## src/rtl/mem_stage_sram_ctrl.sv

```systemverilog
// Memory-access stage controller.
// Splits each 32-bit word load/store into two 16-bit accesses on a wait-state SRAM.
// The low half goes first, then the high half. The pipeline is frozen until the
// one-cycle DONE state.
//
//   state | meaning
//   IDLE  | no access in flight; sample rd_en/wr_en, address, wr_data
//   LOW   | low half-word (half=0) held on the bus for WAIT_CYCLES cycles
//   HIGH  | high half-word (half=1) held on the bus for WAIT_CYCLES cycles
//   DONE  | access complete, ready=1 for one cycle so the pipeline advances
module mem_stage_sram_ctrl #(
  parameter int ADDR_BASE   = 1024,
  parameter int WAIT_CYCLES = 5
) (
  input  logic        clk,
  input  logic        rst,
  input  logic        rd_en,
  input  logic        wr_en,
  input  logic [31:0] address,
  input  logic [31:0] wr_data,
  output logic [31:0] rd_data,
  output logic        ready,
  output logic        freeze,
  output logic [17:0] sram_addr,
  output logic [15:0] sram_dq_o,
  input  logic [15:0] sram_dq_i,
  output logic        sram_dq_oe,
  output logic        sram_we_n
);

  localparam int CNT_W = (WAIT_CYCLES > 1) ? $clog2(WAIT_CYCLES) : 1;
  localparam logic [CNT_W-1:0] CNT_LAST = CNT_W'(WAIT_CYCLES - 1);

  typedef enum logic [1:0] {
    IDLE = 2'd0,
    LOW  = 2'd1,
    HIGH = 2'd2,
    DONE = 2'd3
  } state_t;

  state_t state, state_nxt;

  logic [CNT_W-1:0] cnt, cnt_nxt;
  logic        op_wr;
  logic [16:0] word;
  logic [31:0] wdata;

  logic [31:0] offset;
  logic        req;
  logic        last;
  logic        half;
  logic        latch_req;
  logic        cap_lo;
  logic        cap_hi;
  logic        unused_offset_bits;

  // Below-base addresses simply wrap through the modular subtraction.
  assign offset = address - 32'(ADDR_BASE);
  assign unused_offset_bits = ^{offset[31:19], offset[1:0]};
  assign req    = rd_en | wr_en;
  assign last   = (cnt == CNT_LAST);
  assign freeze = req & ~ready;
  assign sram_addr = {word, half};

  // State and wait counter registers; reset aborts any access in flight.
  always_ff @(posedge clk or negedge rst) begin
    if (!rst) begin
      state <= IDLE;
      cnt   <= '0;
    end else begin
      state <= state_nxt;
      cnt   <= cnt_nxt;
    end
  end

  // Next-state logic and bus/handshake outputs. Outputs are decoded from state,
  // so an asynchronous reset releases the bus in the same cycle.
  always_comb begin
    state_nxt  = state;
    cnt_nxt    = cnt;
    ready      = 1'b0;
    half       = 1'b0;
    sram_dq_oe = 1'b0;
    sram_we_n  = 1'b1;
    sram_dq_o  = '0;
    latch_req  = 1'b0;
    cap_lo     = 1'b0;
    cap_hi     = 1'b0;
    unique case (state)
      IDLE: begin
        ready = ~req;
        if (req) begin
          latch_req = 1'b1;
          state_nxt = LOW;
          cnt_nxt   = '0;
        end
      end
      LOW: begin
        half       = 1'b0;
        sram_dq_oe = op_wr;
        sram_we_n  = ~op_wr;
        sram_dq_o  = op_wr ? wdata[15:0] : 16'h0000;
        if (last) begin
          cap_lo    = ~op_wr;
          state_nxt = HIGH;
          cnt_nxt   = '0;
        end else begin
          cnt_nxt = cnt + CNT_W'(1);
        end
      end
      HIGH: begin
        half       = 1'b1;
        sram_dq_oe = op_wr;
        sram_we_n  = ~op_wr;
        sram_dq_o  = op_wr ? wdata[31:16] : 16'h0000;
        if (last) begin
          cap_hi    = ~op_wr;
          state_nxt = DONE;
          cnt_nxt   = '0;
        end else begin
          cnt_nxt = cnt + CNT_W'(1);
        end
      end
      DONE: begin
        ready     = 1'b1;
        state_nxt = IDLE;
      end
      default: state_nxt = IDLE;
    endcase
  end

  // Request capture: op, word address and store data are frozen for the whole access.
  // A simultaneous rd_en/wr_en is treated as a store.
  always_ff @(posedge clk or negedge rst) begin
    if (!rst) begin
      op_wr <= 1'b0;
      word  <= '0;
      wdata <= '0;
    end else if (latch_req) begin
      op_wr <= wr_en;
      word  <= offset[18:2];
      wdata <= wr_data;
    end
  end

  // Load result assembly; each half is taken on the last cycle of its phase.
  always_ff @(posedge clk or negedge rst) begin
    if (!rst) begin
      rd_data <= '0;
    end else begin
      if (cap_lo) rd_data[15:0]  <= sram_dq_i;
      if (cap_hi) rd_data[31:16] <= sram_dq_i;
    end
  end

endmodule

```

## config.mk

```make
export PLATFORM = sky130hd
export DESIGN_NAME = mem_stage_sram_ctrl
export DESIGN_NICKNAME = d
export VERILOG_FILES = /design/src/rtl/mem_stage_sram_ctrl.sv
export SDC_FILE = /design/constraint.sdc
export NUM_CORES = 1
export LEC_CHECK = 0
export BUFFER_PORTS_ARGS = -buffer_cell sky130_fd_sc_hd__buf_2
export CAP_MARGIN = 0
export CORE_AREA = 2 2 108 110
export DETAILED_ROUTE_END_ITERATION = 12
export DIE_AREA = 0 0 110 112
export SYNTH_ARGS = -nofsm -noshare
export SYNTH_HDL_FRONTEND = slang
export SYNTH_SLANG_ARGS = --single-unit
```

## constraint.sdc

```tcl
create_clock -name clk -period 2.3 [get_ports clk]
set_input_delay 0.46 -clock clk [delete_from_list [all_inputs] [get_ports clk]]
set_output_delay 0.46 -clock clk [all_outputs]
set_load 0.005 [all_outputs]
```

==> flow_summary.json, run 1 <==
{
  "status": "finished, final reports clean",
  "synth_sequential_area_ratio_pct": 58.1,
  "area_growth_pct": 33.2,
  "htreeDepth": 3,
  "postCtsSetupBuffers": 0,
  "netSwitchingFraction_pct": 35.0,
  "route.vias.total": 3081,
  "clock_tree_skew_after_final_layout_ps": 3.59,
  "drv.max_cap_violation_count": 0,
  "core_mm2": 0.0112,
  "ys_top_cells_by_area": "sky130_fd_sc_hd__dfrtp_1 58%, sky130_fd_sc_hd__nand2_1 13%, sky130_fd_sc_hd__mux2_2 9.9%",
  "simple_gate_area_share_of_the_yosys_netlist_pct": 18.4,
  "layout_commonest_cell": "sky130_fd_sc_hd__buf_2",
  "die_width_um": 110,
  "net-switching-power_uw": 2400,
  "buffer_ports.inserted": 138,
  "timing.final.setup_violations": 0,
  "flop_and_latch_count_out_of_synthesis": 87,
  "wire_per_inst_um": 14.2,
  "detailroute.wirelength.met3_um": 912,
  "grt_max_degree": 53,
  "post-route-period-util_pct": 94.0,
  "nets": 599,
  "initial_antenna_violation_count": 0,
  "timing.hold.worst.class": "in -> async",
  "synth.cell_area_mm2": 0.00375,
  "cp_class": "reg -> out",
  "xor_xnor_fraction_of_synth_area_pct": 0.467,
  "ctsRootBufferMaster": "sky130_fd_sc_hd__clkbuf_16",
  "maximum_fanout_count_along_the_critical_path": 20,
  "worst_slew_margin_rel_pct": 49.6,
  "drt_pass1_iterations": 4,
  "drive_above_1_share_pct": 40.0,
  "diodes": 0,
  "top_layer": "met4",
  "leakagePower_uw": 0.00256,
  "postSynthCellCount": 367,
  "finalWorstPathRequiredPeriod_ps": 2160,
  "cell_with_the_largest_stage_delay_on_the_worst_path": "sky130_fd_sc_hd__dfrtp_1",
  "cts.hold.buffers_added": 0,
  "fillCellCount": 1121,
  "io_pins": 154,
  "synth_largest_type_area_fraction_pct": 58.1,
  "row_count": 39,
  "number_of_library_cell_types_mapped_by_synthesis": 32,
  "timing.fmax_mhz": 463,
  "worst_skew_pair.late_latency_ps": 340,
  "ys_warn_count": 0,
  "clock_sink_count": 87,
  "initial_core_util_pct": 33.5,
  "clkTransAtPathRegs_ps": 60,
  "cp-end-kind": "output pin",
  "worstMarginPinSlew_ps": 754,
  "p_int_uw": 4460,
  "seq_power_share_pct": 39.4,
  "worst_case_vdd_ir_drop_mv": 0.547,
  "timing.critical_path.arrival_ps": 1700,
  "syn_avg_cell_area_um2": 10.2,
  "synth.net_count": 459,
  "combinational_family_with_the_most_area_after_synthesis": "simple AND/OR/NAND/NOR gates",
  "worst-endpoint-required_ps": 1840,
  "ctsLongestPathBuffers": 2,
  "combPwrFrac_pct": 39.1,
  "globalRouteOverflowTotal": 0,
  "mux_contribution_to_synthesized_area_pct": 10.2,
  "clock_power_share_pct": 21.5,
  "met1_length_mm": 4.18,
  "tritoncts.num_buffers": 9,
  "tritoncts_clock_tree": "done",
  "die_height_um": 112,
  "wl_met2_mm": 4.05,
  "drt.antenna.violating_nets": 0,
  "drt-vias-per-instance": 4.70,
  "critical_path.cell_chain": "inv_2 -> ha_1 -> buf_6 -> a22oi_1 -> nor2_1 -> buf_2",
  "first_global_vias": 3053,
  "fin_tns_setup_ps": 0,
  "synthesized_area_fraction_occupied_by_ao_oa_aoi_and_oai_cells_pct": 7.25,
  "power_per_cell_area_mw_per_mm2": 1370,
  "post_route_drc_violation_count": 0,
  "place.detailed.hpwl_mm": 6.66,
  "gp_congestion": 0.777,
  "die_area_mm2": 0.0123,
  "final-max-slew-violation-count": 0,
  "post_synth_fa_ha_maj_area_fraction_pct": 2.67,
  "initialDrtViolationCount": 182,
  "slowest_delay_ps": 460,
  "most-common-layout-cells": "137 x sky130_fd_sc_hd__buf_2, 131 x sky130_fd_sc_hd__nand2_1, 87 x sky130_fd_sc_hd__dfrtp_1",
  "rsz_0062_raised_after_global_routing": "no",
  "worst_hold_margin_ps": 78.5,
  "hold_vio_cnt_final": 0,
  "synthDominantAreaCellType": "sky130_fd_sc_hd__dfrtp_1",
  "first_pass_grt_wire_length_mm": 14.7,
  "routed_wirelength_mm": 9.32,
  "grt_usage_pct": 15.5,
  "crit_path_start_kind": "flop"
}
[layer usage]
metal	up-vias	global-route usage, %
met3	14	5.33
met2	132	24.1
met1	1438	19.5
met5	-	0
li1	1497	-
met4	0	6.33
[layout make-up]
class,count,area [um2],share of cell area (%)
Timing Repair Buffer,147,793,15.9
Multi-Input combinational cell,253,1500,30.1
Clock inverter,6,67.6,1.35
Clock buffer,10,239,4.79
Tap cell,143,179,3.58
Sequential cell,87,2180,43.6
Inverter,9,33.8,0.677
[sequential cells by signal (all words and copies together), names as in the netlist]
register and flops:
rd_data 32, wdata 32, word 17, cnt 3, state 2, op_wr 1
[power groups by stage]
stage	clock network (uW)	registers, uW	logic (uW)
floorplan	0	2700	1510
global placement	0	2680	2600
detailed placement	0	2720	2660
CTS	1520	2700	2680
global route	1590	2800	3060
finish	1470	2700	2680
[worst max-delay path: cells and delay by family, from the launching register on]
| family | cells | cell delay [ps] |
|---|---|---|
| DFF | 1 | 460 |
| buffers and inverters | 3 | 410 |
| adders and majority gates | 1 | 220 |
| AOI/OAI and AO/OA | 1 | 210 |
| and+or+nand+nor | 1 | 60 |
[per-stage QoR]
step	setup WS (ps)	total power, uW	cells	utilization (%)	cell area [um2]
6_report	139	6860	655	44.7	4990
3_3_place_gp	364	5280	639	41.6	4650
4_1_cts	38.2	6900	655	44.4	4960
3_5_place_dp	355	5390	639	41.6	4650
2_1_floorplan	462	4200	367	-	3750
5_1_grt	31.4	7440	655	44.7	4990
[final timing paths]
kind	start	to	slack, ps	depth (start not counted)
max	state[0]	sram_dq_o[3]	140	6
min	rst	rd_data[16]	80	1
max reg2reg	state[1]	cnt[0]	430	5
min reg2reg	wdata[15]	wdata[15]	470	2
max in group asynchronous	rst	wdata[4]	1570	2
min in group clk	wr_data[2]	wdata[2]	310	3
[repair_timing]
action,in CTS,in global routing
endpoints found under the setup margin,5,16
gates resized for setup,2,5
pin swaps,0,0
cloned,0,0
endpoints found under the hold margin,0,0
[cells by family (layout without fill, tap and decap cells)]
family                   Yosys count  count (layout)
flip-flops                        87              87
XOR/XNOR                           2               2
multiplexers                      34              34
buffers and inverters             27             172
adder cells (fa/ha/maj)            8               8
AO/OA/AOI/OAI                     40              40
AND/OR/NAND/NOR                  169             169
[synth_stat cells (all sizes together)]
library cell,count
o21a,1
o2bb2ai,1
mux2i,1
dfrtp,87
or3,3
nor3b,3
or4,3
or2,1
a21oi,2
a2bb2oi,1
xnor2,2
nor2,24
buf,9
or3b,2
and3b,1
a211oi,1
a22oi,16
o31ai,3
and3,1
nand2,131
inv,9
ha,8
a22o,1
mux2,33
clkbuf,9
a31oi,6
o21ai,8
No activity file was read; power rests on OpenSTA's default activity.
==> run 2, diff against run 1 <==
==> constraint.sdc (replaced) <==
create_clock -name clk -period 2.5 [get_ports clk]
set_input_delay 0 -clock clk [delete_from_list [all_inputs] [get_ports clk]]
set_output_delay 0 -clock clk [all_outputs]
set_load 0.005 [all_outputs]
==> run 2 against run 1 <==
Die area unchanged; utilization increased by 5.4 points; sequential power is 8.1% lower; register-to-register slack got worse by 160 ps; global-route usage grew 1.3 points; non-clock buffer count rose by 64; combinational power fell by 6%; worst setup slack better by 130 ps; via count grew 7.4%; critical path type is now reg -> reg.
==> flow_summary.json, run 2 (same netlist as run 1, synthesis figures left out) <==
{
  "r2r_end": "word[14]",
  "fillCellCount": 993,
  "r2r_cells": 5,
  "area_growth_pct": 49.2,
  "die_width_um": 110,
  "layout_commonest_cell": "sky130_fd_sc_hd__buf_2",
  "place.detailed.hpwl_mm": 6.37,
  "rsz_0062_raised_after_global_routing": "no",
  "core_mm2": 0.0112,
  "hold_vio_cnt_final": 0,
  "hold_start": "address[14]",
  "worst_skew_pair.late_latency_ps": 340,
  "drv.max_cap_violation_count": 0,
  "maximum_fanout_count_along_the_critical_path": 28,
  "slowest_delay_ps": 590,
  "row_count": 39,
  "tritoncts.num_buffers": 9,
  "post-route-period-util_pct": 89.2,
  "drt.antenna.violating_nets": 0,
  "die_area_mm2": 0.0123,
  "io_pins": 154,
  "timing.hold.worst.class": "in -> reg",
  "power_per_cell_area_mw_per_mm2": 1140,
  "die_height_um": 112,
  "clock_sink_count": 87,
  "layout_top_registers": "rd_data: 32 flops, wdata: 32 flops, word: 17 flops",
  "whs_path_depth": 3,
  "globalRouteOverflowTotal": 0,
  "post-route-worst-setup-slack_ps": 269,
  "nets": 663,
  "final_util_pct": 50.0,
  "postCtsSetupBuffers": 0,
  "worst-endpoint-required_ps": 2720,
  "htreeDepth": 3,
  "first_global_vias": 3362,
  "drt-vias-per-instance": 4.60,
  "tritoncts_clock_tree": "done",
  "initial_antenna_violation_count": 0,
  "timing.critical_path.arrival_ps": 2450,
  "leakagePower_uw": 0.00282,
  "finalWorstPathRequiredPeriod_ps": 2230,
  "cp-end-kind": "flop",
  "ctsRootBufferMaster": "sky130_fd_sc_hd__clkbuf_16",
  "diodes": 0,
  "timing.final.setup_violations": 0,
  "initial_core_util_pct": 33.5,
  "clock_tree_skew_after_final_layout_ps": 4.66,
  "grt_usage_pct": 16.8,
  "dpl_worst_slack_ps": 587,
  "most-common-layout-cells": "137 x sky130_fd_sc_hd__buf_2, 131 x sky130_fd_sc_hd__nand2_1, 87 x sky130_fd_sc_hd__dfrtp_1",
  "cp_class": "reg -> reg",
  "drt_pass1_iterations": 4,
  "first_pass_grt_wire_length_mm": 16.0,
  "route.vias.total": 3308,
  "final-max-slew-violation-count": 0,
  "gp_congestion": 0.781,
  "routed_wirelength_mm": 10.0,
  "sequential_cell_area_mm2": 0.00218,
  "ctsLongestPathBuffers": 2,
  "reg2reg_setup_slack_ps": 270,
  "worst_slew_margin_rel_pct": 26.9,
  "fin_tns_setup_ps": 0,
  "buffer_ports.inserted": 138,
  "whs_endpoint": "word[13]",
  "critical_path.cell_chain": "inv_1 -> ha_1 -> o21a_2 -> a31oi_1 -> dlygate4sd3_1",
  "grt_max_degree": 88,
  "drive_above_1_share_pct": 34.4,
  "clkTransAtPathRegs_ps": 60,
  "worstMarginPinSlew_ps": 1100,
  "timing.fmax_mhz": 448,
  "post_route_drc_violation_count": 0,
  "status": "finished, final reports clean",
  "worst_case_vdd_ir_drop_mv": 0.582,
  "wire_per_inst_um": 13.9,
  "initialDrtViolationCount": 176,
  "cell_with_the_largest_stage_delay_on_the_worst_path": "sky130_fd_sc_hd__dlygate4sd3_1",
  "crit_path_start_kind": "flop",
  "crit-reg2reg-launch": "state[1]",
  "multi_input_comb_area_mm2": 0.00147
}
run 2: worst max path at each step:
| stage | startpoint | end | slack (ps) | depth (start not counted) |
|---|---|---|---|---|
| 2_1_floorplan | state[0] | cnt[0] | 770 | 5 |
| 3_3_place_gp | state[0] | cnt[0] | 640 | 5 |
| 3_5_place_dp | state[1] | cnt[0] | 590 | 5 |
| 4_1_cts | state[1] | word[14] | 270 | 5 |
| 5_1_grt | state[1] | word[11] | 40 | 6 |
| 6_report | state[1] | word[14] | 270 | 5 |
run 2: power breakdown:
part | internal [uW] | switching [uW]
clock network | 826 | 540
registers | 2110 | 370
logic | 1210 | 1310
total | 4150 | 2220
run 2: critical path: cells and delay by family (launching register included):
family / cells / cell delay (ps)
buffers and inverters: 2 / 720
AO/OA/AOI/OAI: 2 / 690
flip-flops: 1 / 400
adder cells (fa/ha/maj): 1 / 300
run 2: area by class of cell:
type,count,share of cell area [%]
Multi-Input combinational cell,253,26.3
Clock inverter,5,1.01
Clock buffer,11,4.52
Timing Repair Buffer,211,25.4
Inverter,9,0.604
Tap cell,143,3.20
Sequential cell,87,38.9
run 2: per-stage QoR:
stage / hold slack [ps] / instances / total power, uW / area [um2]
floorplan: -296 / 367 / 3870 / 3750
global route: 53.7 / 719 / 6930 / 5590
finish: 15.5 / 719 / 6360 / 5590
CTS: 0.325 / 719 / 6440 / 5590
detailed placement: 191 / 636 / 4910 / 4610
global placement: 191 / 636 / 4830 / 4610
run 2: what timing repair did:
action,in CTS,in global routing
hold buffers,67,0
hold endpoints to repair,166,0
resized for setup,0,0
run 2: per-layer routing:
metal | up-vias | part of all wire [%] | global-route usage, %
met3 | 13 | 7.9 | 4.57
met5 | - | 0 | 0
met1 | 1538 | 45 | 21.1
met2 | 133 | 46 | 27.2
met4 | 0 | 1.7 | 6.58
li1 | 1624 | - | -
